File: src/rtl/matrix_wb_arbiter_if.sv
`default_nettype none
// ============================================================================
// Module   : matrix_wb_arbiter_if
// Two-master / one-slave pipelined Wishbone bundle around matrix_wb_arbiter.
// Revision : 1.0
// ============================================================================
interface matrix_wb_arbiter_if #(
    parameter int WB_DATA_WIDTH = 32,
    parameter int REG_COUNT     = 8,
    parameter int WB_ADDR_WIDTH = $clog2(REG_COUNT),
    parameter int WB_SEL_WIDTH  = WB_DATA_WIDTH / 8
);
    logic                     i_m0_cyc;
    logic                     i_m0_stb;
    logic                     i_m0_we;
    logic [WB_ADDR_WIDTH-1:0] i_m0_addr;
    logic [WB_SEL_WIDTH-1:0]  i_m0_sel;
    logic [WB_DATA_WIDTH-1:0] i_m0_wdata;
    logic                     o_m0_ack;
    logic                     o_m0_stall;
    logic [WB_DATA_WIDTH-1:0] o_m0_rdata;

    logic                     i_m1_cyc;
    logic                     i_m1_stb;
    logic                     i_m1_we;
    logic [WB_ADDR_WIDTH-1:0] i_m1_addr;
    logic [WB_SEL_WIDTH-1:0]  i_m1_sel;
    logic [WB_DATA_WIDTH-1:0] i_m1_wdata;
    logic                     o_m1_ack;
    logic                     o_m1_stall;
    logic [WB_DATA_WIDTH-1:0] o_m1_rdata;

    logic                     o_s_cyc;
    logic                     o_s_stb;
    logic                     o_s_we;
    logic [WB_ADDR_WIDTH-1:0] o_s_addr;
    logic [WB_SEL_WIDTH-1:0]  o_s_sel;
    logic [WB_DATA_WIDTH-1:0] o_s_wdata;
    logic                     i_s_ack;
    logic                     i_s_stall;
    logic [WB_DATA_WIDTH-1:0] i_s_rdata;

    logic [1:0]               o_grant;

    // master: the arbiter itself (it masters the shared slave); slave: everything around it
    modport master (
        input  i_m0_cyc, i_m0_stb, i_m0_we, i_m0_addr, i_m0_sel, i_m0_wdata,
        output o_m0_ack, o_m0_stall, o_m0_rdata,
        input  i_m1_cyc, i_m1_stb, i_m1_we, i_m1_addr, i_m1_sel, i_m1_wdata,
        output o_m1_ack, o_m1_stall, o_m1_rdata,
        output o_s_cyc, o_s_stb, o_s_we, o_s_addr, o_s_sel, o_s_wdata,
        input  i_s_ack, i_s_stall, i_s_rdata,
        output o_grant
    );

    modport slave (
        output i_m0_cyc, i_m0_stb, i_m0_we, i_m0_addr, i_m0_sel, i_m0_wdata,
        input  o_m0_ack, o_m0_stall, o_m0_rdata,
        output i_m1_cyc, i_m1_stb, i_m1_we, i_m1_addr, i_m1_sel, i_m1_wdata,
        input  o_m1_ack, o_m1_stall, o_m1_rdata,
        input  o_s_cyc, o_s_stb, o_s_we, o_s_addr, o_s_sel, o_s_wdata,
        output i_s_ack, i_s_stall, i_s_rdata,
        input  o_grant
    );
endinterface
`default_nettype wire

File: src/rtl/matrix_wb_arbiter.sv
`default_nettype none
// ============================================================================
// Module   : matrix_wb_arbiter
// Two-master pipelined Wishbone arbiter for the 8x8 matrix row-register slave.
// Option   : MATRIX_ARB_ROUND_ROBIN_EN selects alternating tie-break in IDLE.
// Revision : 1.0
// ============================================================================
module matrix_wb_arbiter #(
    parameter int MAX_OUTSTANDING = 8
) (
    input  logic                  clk,
    input  logic                  reset_n,
    matrix_wb_arbiter_if.master   bus
);
    localparam int              CNT_W   = $clog2(MAX_OUTSTANDING + 1);
    localparam logic [CNT_W-1:0] CNT_MAX = CNT_W'(MAX_OUTSTANDING);
    localparam logic [CNT_W-1:0] CNT_ONE = CNT_W'(1);

    localparam logic [1:0] S_IDLE  = 2'd0;
    localparam logic [1:0] S_OWN0  = 2'd1;
    localparam logic [1:0] S_OWN1  = 2'd2;
    localparam logic [1:0] S_DRAIN = 2'd3;

    logic [1:0]       state_q, state_d;
    logic [CNT_W-1:0] cnt_q, cnt_d;
    logic             last_owner_q, last_owner_d;

    logic full_w;
    logic stall_eff_w;
    logic accept_w;
    logic ack_dec_w;
    logic tie_to_m1_w;

    assign full_w      = (cnt_q == CNT_MAX);
    assign stall_eff_w = bus.i_s_stall | full_w;
    assign accept_w    = bus.o_s_cyc & bus.o_s_stb & ~stall_eff_w;
    assign ack_dec_w   = bus.i_s_ack & (cnt_q != '0);

`ifdef MATRIX_ARB_ROUND_ROBIN_EN
    assign tie_to_m1_w = ~last_owner_q;
`else
    assign tie_to_m1_w = 1'b0;
`endif

    // Strobe is withheld from the slave while the window is full so a beat the
    // owner sees as stalled can never be taken by the slave.
    always_comb begin
        bus.o_s_cyc    = 1'b0;
        bus.o_s_stb    = 1'b0;
        bus.o_s_we     = 1'b0;
        bus.o_s_addr   = '0;
        bus.o_s_sel    = '0;
        bus.o_s_wdata  = '0;
        bus.o_m0_ack   = 1'b0;
        bus.o_m0_stall = 1'b1;
        bus.o_m0_rdata = '0;
        bus.o_m1_ack   = 1'b0;
        bus.o_m1_stall = 1'b1;
        bus.o_m1_rdata = '0;
        bus.o_grant    = 2'b00;
        case (state_q)
            S_OWN0: begin
                bus.o_s_cyc    = bus.i_m0_cyc;
                bus.o_s_stb    = bus.i_m0_stb & ~full_w;
                bus.o_s_we     = bus.i_m0_we;
                bus.o_s_addr   = bus.i_m0_addr;
                bus.o_s_sel    = bus.i_m0_sel;
                bus.o_s_wdata  = bus.i_m0_wdata;
                bus.o_m0_stall = stall_eff_w;
                bus.o_m0_ack   = bus.i_s_ack;
                bus.o_m0_rdata = bus.i_s_rdata;
                bus.o_grant    = 2'b01;
            end
            S_OWN1: begin
                bus.o_s_cyc    = bus.i_m1_cyc;
                bus.o_s_stb    = bus.i_m1_stb & ~full_w;
                bus.o_s_we     = bus.i_m1_we;
                bus.o_s_addr   = bus.i_m1_addr;
                bus.o_s_sel    = bus.i_m1_sel;
                bus.o_s_wdata  = bus.i_m1_wdata;
                bus.o_m1_stall = stall_eff_w;
                bus.o_m1_ack   = bus.i_s_ack;
                bus.o_m1_rdata = bus.i_s_rdata;
                bus.o_grant    = 2'b10;
            end
            S_DRAIN: begin
                if (last_owner_q) begin
                    bus.o_m1_ack   = bus.i_s_ack;
                    bus.o_m1_rdata = bus.i_s_rdata;
                end else begin
                    bus.o_m0_ack   = bus.i_s_ack;
                    bus.o_m0_rdata = bus.i_s_rdata;
                end
            end
            default: begin
            end
        endcase
    end

    always_comb begin
        cnt_d = cnt_q;
        if (accept_w && !ack_dec_w) begin
            cnt_d = cnt_q + CNT_ONE;
        end else if (!accept_w && ack_dec_w) begin
            cnt_d = cnt_q - CNT_ONE;
        end
    end

    // Owners always hand over through IDLE; there is no OWN0 <-> OWN1 arc.
    always_comb begin
        state_d      = state_q;
        last_owner_d = last_owner_q;
        case (state_q)
            S_IDLE: begin
                if (bus.i_m0_cyc && (!bus.i_m1_cyc || !tie_to_m1_w)) begin
                    state_d      = S_OWN0;
                    last_owner_d = 1'b0;
                end else if (bus.i_m1_cyc) begin
                    state_d      = S_OWN1;
                    last_owner_d = 1'b1;
                end
            end
            S_OWN0: begin
                if (!bus.i_m0_cyc) begin
                    state_d = (cnt_d == '0) ? S_IDLE : S_DRAIN;
                end
            end
            S_OWN1: begin
                if (!bus.i_m1_cyc) begin
                    state_d = (cnt_d == '0) ? S_IDLE : S_DRAIN;
                end
            end
            S_DRAIN: begin
                if (cnt_d == '0) begin
                    state_d = S_IDLE;
                end
            end
            default: state_d = S_IDLE;
        endcase
    end

    always_ff @(posedge clk or negedge reset_n) begin
        if (!reset_n) begin
            state_q      <= S_IDLE;
            cnt_q        <= '0;
            last_owner_q <= 1'b1;
        end else begin
            state_q      <= state_d;
            cnt_q        <= cnt_d;
            last_owner_q <= last_owner_d;
        end
    end
endmodule
`default_nettype wire

File: src/flat_wrapper.sv
// flat-port wrapper written by rule: the top's interface ports become plain ports
module matrix_wb_arbiter_flat 
#(
    parameter int MAX_OUTSTANDING = 8
)
  (clk, reset_n, bus_i_m0_cyc, bus_i_m0_stb, bus_i_m0_we, bus_i_m0_addr, bus_i_m0_sel, bus_i_m0_wdata, bus_o_m0_ack, bus_o_m0_stall, bus_o_m0_rdata, bus_i_m1_cyc, bus_i_m1_stb, bus_i_m1_we, bus_i_m1_addr, bus_i_m1_sel, bus_i_m1_wdata, bus_o_m1_ack, bus_o_m1_stall, bus_o_m1_rdata, bus_o_s_cyc, bus_o_s_stb, bus_o_s_we, bus_o_s_addr, bus_o_s_sel, bus_o_s_wdata, bus_i_s_ack, bus_i_s_stall, bus_i_s_rdata, bus_o_grant);
  matrix_wb_arbiter_if #(.WB_DATA_WIDTH(32), .REG_COUNT(8)) bus_i ();
  input  logic clk;
  input  logic reset_n;
  input wire logic [$bits(bus_i.i_m0_cyc)-1:0] bus_i_m0_cyc;
  input wire logic [$bits(bus_i.i_m0_stb)-1:0] bus_i_m0_stb;
  input wire logic [$bits(bus_i.i_m0_we)-1:0] bus_i_m0_we;
  input wire logic [$bits(bus_i.i_m0_addr)-1:0] bus_i_m0_addr;
  input wire logic [$bits(bus_i.i_m0_sel)-1:0] bus_i_m0_sel;
  input wire logic [$bits(bus_i.i_m0_wdata)-1:0] bus_i_m0_wdata;
  output wire logic [$bits(bus_i.o_m0_ack)-1:0] bus_o_m0_ack;
  output wire logic [$bits(bus_i.o_m0_stall)-1:0] bus_o_m0_stall;
  output wire logic [$bits(bus_i.o_m0_rdata)-1:0] bus_o_m0_rdata;
  input wire logic [$bits(bus_i.i_m1_cyc)-1:0] bus_i_m1_cyc;
  input wire logic [$bits(bus_i.i_m1_stb)-1:0] bus_i_m1_stb;
  input wire logic [$bits(bus_i.i_m1_we)-1:0] bus_i_m1_we;
  input wire logic [$bits(bus_i.i_m1_addr)-1:0] bus_i_m1_addr;
  input wire logic [$bits(bus_i.i_m1_sel)-1:0] bus_i_m1_sel;
  input wire logic [$bits(bus_i.i_m1_wdata)-1:0] bus_i_m1_wdata;
  output wire logic [$bits(bus_i.o_m1_ack)-1:0] bus_o_m1_ack;
  output wire logic [$bits(bus_i.o_m1_stall)-1:0] bus_o_m1_stall;
  output wire logic [$bits(bus_i.o_m1_rdata)-1:0] bus_o_m1_rdata;
  output wire logic [$bits(bus_i.o_s_cyc)-1:0] bus_o_s_cyc;
  output wire logic [$bits(bus_i.o_s_stb)-1:0] bus_o_s_stb;
  output wire logic [$bits(bus_i.o_s_we)-1:0] bus_o_s_we;
  output wire logic [$bits(bus_i.o_s_addr)-1:0] bus_o_s_addr;
  output wire logic [$bits(bus_i.o_s_sel)-1:0] bus_o_s_sel;
  output wire logic [$bits(bus_i.o_s_wdata)-1:0] bus_o_s_wdata;
  input wire logic [$bits(bus_i.i_s_ack)-1:0] bus_i_s_ack;
  input wire logic [$bits(bus_i.i_s_stall)-1:0] bus_i_s_stall;
  input wire logic [$bits(bus_i.i_s_rdata)-1:0] bus_i_s_rdata;
  output wire logic [$bits(bus_i.o_grant)-1:0] bus_o_grant;
  assign bus_i.i_m0_cyc = bus_i_m0_cyc;
  assign bus_i.i_m0_stb = bus_i_m0_stb;
  assign bus_i.i_m0_we = bus_i_m0_we;
  assign bus_i.i_m0_addr = bus_i_m0_addr;
  assign bus_i.i_m0_sel = bus_i_m0_sel;
  assign bus_i.i_m0_wdata = bus_i_m0_wdata;
  assign bus_o_m0_ack = bus_i.o_m0_ack;
  assign bus_o_m0_stall = bus_i.o_m0_stall;
  assign bus_o_m0_rdata = bus_i.o_m0_rdata;
  assign bus_i.i_m1_cyc = bus_i_m1_cyc;
  assign bus_i.i_m1_stb = bus_i_m1_stb;
  assign bus_i.i_m1_we = bus_i_m1_we;
  assign bus_i.i_m1_addr = bus_i_m1_addr;
  assign bus_i.i_m1_sel = bus_i_m1_sel;
  assign bus_i.i_m1_wdata = bus_i_m1_wdata;
  assign bus_o_m1_ack = bus_i.o_m1_ack;
  assign bus_o_m1_stall = bus_i.o_m1_stall;
  assign bus_o_m1_rdata = bus_i.o_m1_rdata;
  assign bus_o_s_cyc = bus_i.o_s_cyc;
  assign bus_o_s_stb = bus_i.o_s_stb;
  assign bus_o_s_we = bus_i.o_s_we;
  assign bus_o_s_addr = bus_i.o_s_addr;
  assign bus_o_s_sel = bus_i.o_s_sel;
  assign bus_o_s_wdata = bus_i.o_s_wdata;
  assign bus_i.i_s_ack = bus_i_s_ack;
  assign bus_i.i_s_stall = bus_i_s_stall;
  assign bus_i.i_s_rdata = bus_i_s_rdata;
  assign bus_o_grant = bus_i.o_grant;
  matrix_wb_arbiter #(.MAX_OUTSTANDING(MAX_OUTSTANDING)) u_core (.clk(clk), .reset_n(reset_n), .bus(bus_i));
endmodule
File: config.mk
export PLATFORM = sky130hd
export DESIGN_NAME = matrix_wb_arbiter_flat
export DESIGN_NICKNAME = d
export VERILOG_FILES = /design/src/rtl/matrix_wb_arbiter_if.sv /design/src/rtl/matrix_wb_arbiter.sv /design/src/flat_wrapper.sv
export SDC_FILE = /design/constraint.sdc
export NUM_CORES = 1
export LEC_CHECK = 0
export CAP_MARGIN = 20
export CORE_AREA = 3 3 89 91
export CTS_BUF_LIST = sky130_fd_sc_hd__clkbuf_4 sky130_fd_sc_hd__clkbuf_8
export CTS_CLUSTER_DIAMETER = 60
export CTS_CLUSTER_SIZE = 12
export DETAILED_ROUTE_END_ITERATION = 6
export DIE_AREA = 0 0 92 94
export HOLD_SLACK_MARGIN = 0.15
export PLACE_DENSITY = 0.85
export SLEW_MARGIN = 20
export SYNTH_ARGS = -nofsm -noshare
export SYNTH_HDL_FRONTEND = slang
export SYNTH_SLANG_ARGS = --single-unit
export TNS_END_PERCENT = 30
File: constraint.sdc
create_clock -name clk -period 3.2 [get_ports clk]
set_input_delay 0.32 -clock clk [delete_from_list [all_inputs] [get_ports clk]]
set_output_delay 0.32 -clock clk [all_outputs]
set_load 0.02 [all_outputs]
After elaboration in Yosys (flattened, before gate mapping)
Cells that the tools add are included.
{"block": "op_classes", "addsub": 2, "n_reduce_logical": 10, "bitwise": 8, "muxes": 28, "n_eq_ne": 8}
{"operator": "$pmux W32 S2", "count": 3}
{"operator": "$mux W32", "count": 2}
{"operator": "$mux W2", "count": 6}
{"operator": "$pmux W1 S2", "count": 5}
{"operator": "$mux W4", "count": 2}
{"operator": "$pmux W2 S4", "count": 1}
{"operator": "$pmux W4 S2", "count": 1}
{"operator": "$mux W1", "count": 6}
{"operator": "$pmux W3 S2", "count": 1}
{"operator": "$and A1 B1 Y1", "count": 5}
{"operator": "$add A4 B1 Y4 const B", "count": 1}
{"operator": "$eq A2 B2 Y1 const B", "count": 2}
{"operator": "$eq A4 B4 Y1 const B", "count": 1}
{"operator": "$logic_not A4 Y1", "count": 1}
{"operator": "$ne A2 B2 Y1 const B", "count": 2}
{"operator": "$pmux W2 S2", "count": 1}
{"operator": "$reduce_and A4 Y1", "count": 1}
{"operator": "$reduce_bool A4 Y1", "count": 1}
{"operator": "$sub A4 B1 Y4 const B", "count": 1}
{"operator": "$ne A3 B3 Y1 const B", "count": 1}
{"operator": "$eq A2 B1 Y1 const B", "count": 1}
{"operator": "$logic_and A1 B1 Y1", "count": 2}
{"operator": "$logic_not A1 Y1", "count": 2}
{"operator": "$logic_not A2 Y1", "count": 1}
{"operator": "other kinds (5)", "count": 6}
{"block": "word_totals", "in_bits": 120, "regBits": 7, "elab_cells": 59, "out_inout_bits": 112}

Depth between registers and ports, before layout
Gate-level depths: netlist of the first run.
{"block": "depth", "word_depth": 14, "depth_mapped": 10, "ltp_nobuf": 9}

Worst setup path before layout of the first run
Ideal clock, no wire load.
{"block": "synth_timing", "kind": "register to register", "start": "register u_core.state_q[0]", "end": "register u_core.state_q[0]", "path_stages_with_launch": 11, "n_path_buf": 1, "t_required_ps": 3073, "setup_ps": 127, "arrival_time_ps": 2255, "path_slack_ps": 818, "synth_period_minus_slack_ps": 2382, "path_cell_list": "dfrtp_1 inv_1 ha_1 buf_6 a22oi_4 nor4_4 nand2_2 a21o_1 a311oi_2 o21ai_2 mux2i_1"}
{"block": "synth_between", "elab_chain_len": 12, "word_cells_on_any_way": 23, "cone_classes": "eq/ne (7); mux (8); bitwise (2); reduce/logical (6)"}
{"item": "start, declared", "line_no": "matrix_wb_arbiter.sv:24", "rtl": "logic [1:0] state_q, state_d;"}
{"item": "start signal, assigned", "line_no": "matrix_wb_arbiter.sv:148", "rtl": "state_q <= state_d;"}
{"item": "$eq A2 B2 Y1 / $eq A2 B1 Y1 (equally long branches)", "line_no": "matrix_wb_arbiter.sv:61, matrix_wb_arbiter.sv:113"}
{"item": "$pmux W1 S2", "line_no": "matrix_wb_arbiter.sv:61", "rtl": "case (state_q)"}
{"item": "$and A1 B1 Y1 (2 in series)", "line_no": "matrix_wb_arbiter.sv:36", "rtl": "assign accept_w = bus.o_s_cyc & bus.o_s_stb & ~stall_eff_w;"}
{"item": "$logic_not A1 Y1", "line_no": "matrix_wb_arbiter.sv:104", "rtl": "end else if (!accept_w && ack_dec_w) begin"}
{"item": "$logic_and A1 B1 Y1", "line_no": "matrix_wb_arbiter.sv:104"}
{"item": "$mux W4", "line_no": "matrix_wb_arbiter.sv:104"}
{"item": "$mux W4", "line_no": "matrix_wb_arbiter.sv:102", "rtl": "if (accept_w && !ack_dec_w) begin"}
{"item": "$logic_not A4 Y1", "line_no": "matrix_wb_arbiter.sv:125, matrix_wb_arbiter.sv:130, matrix_wb_arbiter.sv:134"}
{"item": "$mux W2", "line_no": "matrix_wb_arbiter.sv:125, matrix_wb_arbiter.sv:130"}
{"item": "$mux W2 (on tied branches)", "line_no": "matrix_wb_arbiter.sv:129, matrix_wb_arbiter.sv:124"}
{"item": "$pmux W2 S4", "line_no": "matrix_wb_arbiter.sv:113", "rtl": "case (state_q)"}
Several ways; a longest one is shown, not always the timed one. The select of a mux whose other input is x is not followed.
A chain may end at the register's enable or synchronous reset.

Worst setup path after layout of the first run
{"block": "layout_timing", "start": "register u_core.state_q[0]", "end": "output port bus_o_s_sel[1]"}
{"block": "layout_between", "elab_chain_len": 2, "word_cells_on_any_way": 3, "cone_classes": "eq/ne (2); mux (1)"}
{"item": "$eq A2 B2 Y1 / $eq A2 B1 Y1 (equally long branches)", "line_no": "matrix_wb_arbiter.sv:61"}
{"item": "$pmux W4 S2 *", "line_no": "matrix_wb_arbiter.sv:61"}
{"item": "end, declared", "line_no": "flat_wrapper.sv:32", "rtl": "output wire logic [$bits(bus_i.o_s_sel)-1:0] bus_o_s_sel;"}
Every way passes the cells marked *; elsewhere a longest branch is shown, timed or not.

==> results of run 1 <==
[cell families (layout without fill, tap and decap cells)]
logic type | Yosys count | after routing | synth area share (%)
and+or+nand+nor | 132 | 132 | 47.6
AOI/OAI and AO/OA | 57 | 57 | 24.5
buffers and inverters | 27 | 249 | 6.80
adders and majority gates | 10 | 10 | 7.01
DFF | 7 | 7 | 10.1
muxes | 4 | 4 | 2.50
xor gates and xnor gates | 3 | 3 | 1.50
[per-layer routing]
layer | track usage [%] | up-vias
met5 | 0 | -
met4 | 5.20 | 0
met3 | 6.01 | 13
met2 | 34.7 | 148
met1 | 19.8 | 1209
li1 | - | 1264
[layout make-up]
type                       count  area share [%]
timing repair buffer         238            56.3
multi-input combinational    206            34.8
clock buffer                   4            1.16
tap                           99            2.95
sequential                     7            4.20
inverter                       7           0.625
[Yosys cell counts, types with 2 or more instances]
master    instances  area share [%]
o21ai_1           2            0.57
nor3b_1           2            0.86
clkbuf_1         16             3.4
ha_1              9             6.4
xnor2_1           2             1.0
o21ai_0           3            0.86
nand3_1           3            0.86
inv_1             7             1.5
nand2_1           6             1.3
a22oi_1          40              17
a21oi_1           6             1.7
nor2b_1         105              38
nor2_1            5             1.1
dfrtp_1           6             8.6
buf_1             2            0.43
mux2i_1           3             1.7
[state kept, by name, summed over array words and instances (netlist names)]
| name | count |
|---|---|
| u_core.state_q | 2 |
| u_core.last_owner_q | 1 |
| u_core.cnt_q | 4 |
[power groups by stage]
stage,Sequential [mW],Clock [mW],Combinational [mW]
2_1_floorplan,0.194,0,2.16
3_3_place_gp,0.207,0,3.77
3_5_place_dp,0.212,0,3.82
4_1_cts,0.212,0.144,3.83
5_1_grt,0.223,0.147,4.07
6_report,0.213,0.140,3.79
[worst register-to-register path, cell delays in order, from the launching register on]
cell and delay, ps:
dfrtp_1 410, inv_1 140, ha_1 310, a22oi_4 140
nor4_4 460, nand2_2 150, a21o_1 190, a311oi_2 290
o21ai_2 120, mux2i_1 120
[per-stage QoR]
| step | hold slack [ps] | instance area [sq um] |
|---|---|---|
| 2_1_floorplan | 24.4 | 1750 |
| 5_1_grt | 372 | 4200 |
| 3_3_place_gp | 535 | 4150 |
| 4_1_cts | 367 | 4200 |
| 6_report | 351 | 4200 |
| 3_5_place_dp | 542 | 4150 |
[worst max path at each step]
stage | to | slack (ps) | start
after CTS | bus_o_s_sel[1] | 470 | u_core.state_q[0]
final | bus_o_s_sel[1] | 500 | u_core.state_q[0]
after global routing | bus_o_s_wdata[1] | 330 | u_core.state_q[0]
after floorplan | u_core.state_q[0] | 820 | u_core.state_q[0]
after global placement | bus_o_s_wdata[2] | 780 | u_core.state_q[0]
after detailed placement | u_core.state_q[1] | 710 | u_core.state_q[0]
==> reports/metrics.yaml, run 1 <==
layout:
  drive_gt1_share_pct: 5.41
  layout_commonest_cell: "clkdlybuf4s50_1"
  multiInputGateArea_sq_um: 1460
  synthToLayoutAreaGrowth_pct: 140
  n_antenna_cell: 0
  final_cells: 561
  layout.cells.most_common_list: "231 x clkdlybuf4s50_1, 105 x nor2b_1, 40 x a22oi_1"
  n_fill_cell: 647
  utilization_pct: 58.2
  regArea_sq_um: 176
  nNetsFinal: 592
floorplan:
  die_h_um: 94
  rows: 31
  initial_core_util_pct: 24.2
  boundaryPins: 232
  die_w_um: 92
  core-area_sq_um: 7210
  dieArea_sq_um: 8650
worst_setup_path:
  reg2reg_slack_ps: 740
  reg2reg_depth: 9
  cp.arrival_ps: 2380
  max_stage_delay_ps: 620
  critPathKind: "register to output pin"
  cp_slowest_cell: "clkdlybuf4s50_1"
  reg2reg_from: "u_core.state_q[0]"
  reg2reg_to: "u_core.state_q[1]"
  path_cells: "inv_1 -> ha_1 -> buf_4 -> a22oi_1 -> nor2b_1 -> clkdlybuf4s50_1"
  cp_num_cells: 6
  critPathTopFamily: "buffers and inverters"
  cp.required_ps: 2880
  cp-start-kind: "register"
  cp-end-kind: "output pin"
  cp_max_fo: 31
  crit_buf_inv: 3
power_and_ir_drop:
  internal-power_mw: 2.02
  power_frac_seq_pct: 5.1
  p_sw_mw: 2.11
  p_per_area_nw_per_um2: 985
  total_power_mw: 4.14
  p_comb_share_pct: 91.5
  ir_worst_vdd_v: 0.000716
  leakagePower_nw: 1.52
  switching_share_pct: 51.1
  power.share.clock_pct: 3.4
timing:
  fmax_ghz: 0.370
  setup_ws_ps: 498
  min_period_ps: 2700
  rsz0062_at_grt: "no"
  min_period_over_period_pct: 84.4
  hold_viol_final: 0
  fin_skew_ps: 5.23
  drv_slew: 0
  worst_pin_slew_ps: 419
  max_slew_margin_pct: 71.9
  setup_tns_ps: 0
  final-setup-viol-count: 0
drt:
  first_pass_iters: 4
  wl_um: 8660
  drtIter0Drc: 55
  drc_errors: 0
  wl_met1_um: 3060
  wl_met2_um: 4540
  antenna_left: 0
  route.met3.wl_um: 912
  avgViaCountPerCell: 4.70
  top_layer_used: "met4"
  wl_per_cell_um: 15.4
  dr_total_vias: 2634
synthesis:
  seq_area_frac_synth_pct: 10.1
  ys.flop_type: "dfrtp_1"
  syn_avg_cell_area_sq_um: 7.29
  ys_ff_latch: 7
  synth-edff-count: 0
  ys_warn_count: 0
  synthArstFlopShare_pct: 100
  synth_area_sq_um: 1750
  synthesis.nets: 369
  ys_types: 39
  synthCells: 240
cts:
  cts_sinks: 7
  cts_tree: "yes"
  cts.path.max_buffers: 2
  cts_made_buffers: 3
  insertion_delay_ps: 240
  root_buffer: "clkbuf_8"
  path_clk_slew_ps: 40
  hold_buffers: 0
  htreeDepth: 1
  post_cts_buffers: 0
  cts_resized: 0
placed_design:
  io_buffers: 231
  dpl.cell_count: 557
  place_ws_ps: 705
  dpl.hpwl_um: 7260
  gp_congestion: 0.847
status:
  status: "complete, no violations"
global_route:
  grt_max_degree: 44
  grt.total_usage_pct: 18.5
  gr-total-overflow: 0
  grt_pass1_vias: 2737
  grt_pass1_wl_um: 13200
  antenna_found_initial: 0
worst_hold_path:
  hp-class: "primary input to asynchronous set/reset pin"
run:
  timing.max_cap.violations: 0
Power figures use the tool's default switching activity.
==> run 2: changes to the inputs <==
- clock period: 3.2 -> 2.7 ns (I/O delays scaled with it)
==> reports/metrics.yaml, run 2 (synthesis results as in run 1) <==
timing:
  max_slew_margin_pct: 72.7
  hold_viol_final: 0
  final-setup-viol-count: 0
  min_period_ps: 2570
  rsz0062_at_grt: "no"
  fmax_ghz: 0.390
  setup_tns_ps: 0
  worst_pin_slew_ps: 406
  drv_slew: 0
  min_period_over_period_pct: 95.0
  fin_skew_ps: 1.63
cts:
  insertion_delay_ps: 230
  cts.path.max_buffers: 2
  cts_tree: "yes"
  htreeDepth: 1
  cts_made_buffers: 3
  root_buffer: "clkbuf_8"
  path_clk_slew_ps: 40
  post_cts_buffers: 0
  cts_sinks: 7
worst_setup_path:
  reg2reg_from: "u_core.state_q[0]"
  crit_buf_inv: 3
  cp.required_ps: 2430
  critPathTopFamily: "buffers and inverters"
  cp.arrival_ps: 2300
  reg2reg_depth: 9
  cp_max_fo: 41
  max_stage_delay_ps: 630
  reg2reg_slack_ps: 180
  reg2reg_to: "u_core.state_q[1]"
  path_cells: "inv_1 -> ha_1 -> buf_8 -> a22oi_1 -> nor2b_1 -> clkdlybuf4s50_1"
  cp-start-kind: "register"
  critPathKind: "register to output pin"
  cp-end-kind: "output pin"
  cp_slowest_cell: "clkdlybuf4s50_1"
layout:
  multiInputGateArea_sq_um: 1460
  synthToLayoutAreaGrowth_pct: 141
  top_regs: "u_core.cnt_q (4), u_core.state_q (2), u_core.last_owner_q (1)"
  top_register: "u_core.cnt_q"
  layout.cells.most_common_list: "231 x clkdlybuf4s50_1, 105 x nor2b_1, 40 x a22oi_1"
  final_cells: 561
  n_antenna_cell: 0
  stdcell_area_sq_um: 4220
  layout_commonest_cell: "clkdlybuf4s50_1"
  utilization_pct: 58.5
  regArea_sq_um: 176
  drive_gt1_share_pct: 5.41
  largest_register_ffs: 4
  n_fill_cell: 645
  nNetsFinal: 592
global_route:
  grt_pass1_vias: 2593
  gr-total-overflow: 0
  grt.total_usage_pct: 18.0
  grt_max_degree: 44
  grt_pass1_wl_um: 12900
  antenna_found_initial: 0
floorplan:
  die_h_um: 94
  boundaryPins: 232
  die_w_um: 92
  core-area_sq_um: 7210
  dieArea_sq_um: 8650
  initial_core_util_pct: 24.2
  rows: 31
drt:
  wl_um: 8580
  avgViaCountPerCell: 4.60
  wl_per_cell_um: 15.3
  first_pass_iters: 4
  dr_total_vias: 2583
  antenna_left: 0
  drc_errors: 0
  drtIter0Drc: 50
placed_design:
  io_buffers: 231
  gp_congestion: 0.818
  dpl.hpwl_um: 7250
  place_area_sq_um: 4150
  dpl.cell_count: 557
run:
  timing.max_cap.violations: 0
power_and_ir_drop:
  ir_worst_vdd_v: 0.000684
  total_power_mw: 4.94
  p_per_area_nw_per_um2: 1170
  leakagePower_nw: 1.52
worst_hold_path:
  hp-class: "primary input to asynchronous set/reset pin"
status:
  status: "complete, no violations"
-- run 2: repair_timing --
item / in CTS / in global routing
endpoints found under the setup margin: 1 / 48
hold endpoints to repair: 0 / 0
hold buffers: 0 / 0
gates resized for setup: 1 / 5
-- run 2: per-layer routing --
layer,routed length (um),vias up,GRT usage [%]
li1,-,1264,-
met1,3100,1165,20.1
met2,4440,145,33.0
met3,932,9,5.85
met4,114,0,4.46
met5,0,-,0
-- run 2: through the flow --
step	worst slack [ps]	hold slack [ps]
finish	134	317
global route	10.5	337
CTS	27.8	322
detailed placement	195	542
global placement	326	529
floorplan	318	-25.6
-- run 2: where the power goes --
group,switching [mW],internal [mW]
registers,0.0815,0.171
logic,2.37,2.15
clock network,0.0485,0.112
-- run 2: how the worst max path moves through the flow --
stage,start,end,slack [ps],depth (start not counted)
floorplan,u_core.state_q[0],u_core.state_q[0],320,10
global placement,u_core.state_q[0],u_core.state_q[1],330,9
detailed placement,u_core.state_q[0],u_core.state_q[1],200,9
CTS,u_core.state_q[0],bus_o_s_wdata[25],30,6
global route,u_core.state_q[1],bus_o_s_wdata[18],10,6
finish,u_core.state_q[1],bus_o_s_wdata[18],130,6
-- run 2: final cells by class --
cell class                      count  area share (%)
Clock buffer                        4            1.16
Inverter                            7           0.623
Multi-Input combinational cell    206            34.6
Sequential cell                     7            4.18
Tap cell                           99            2.94
Timing Repair Buffer              238            56.5
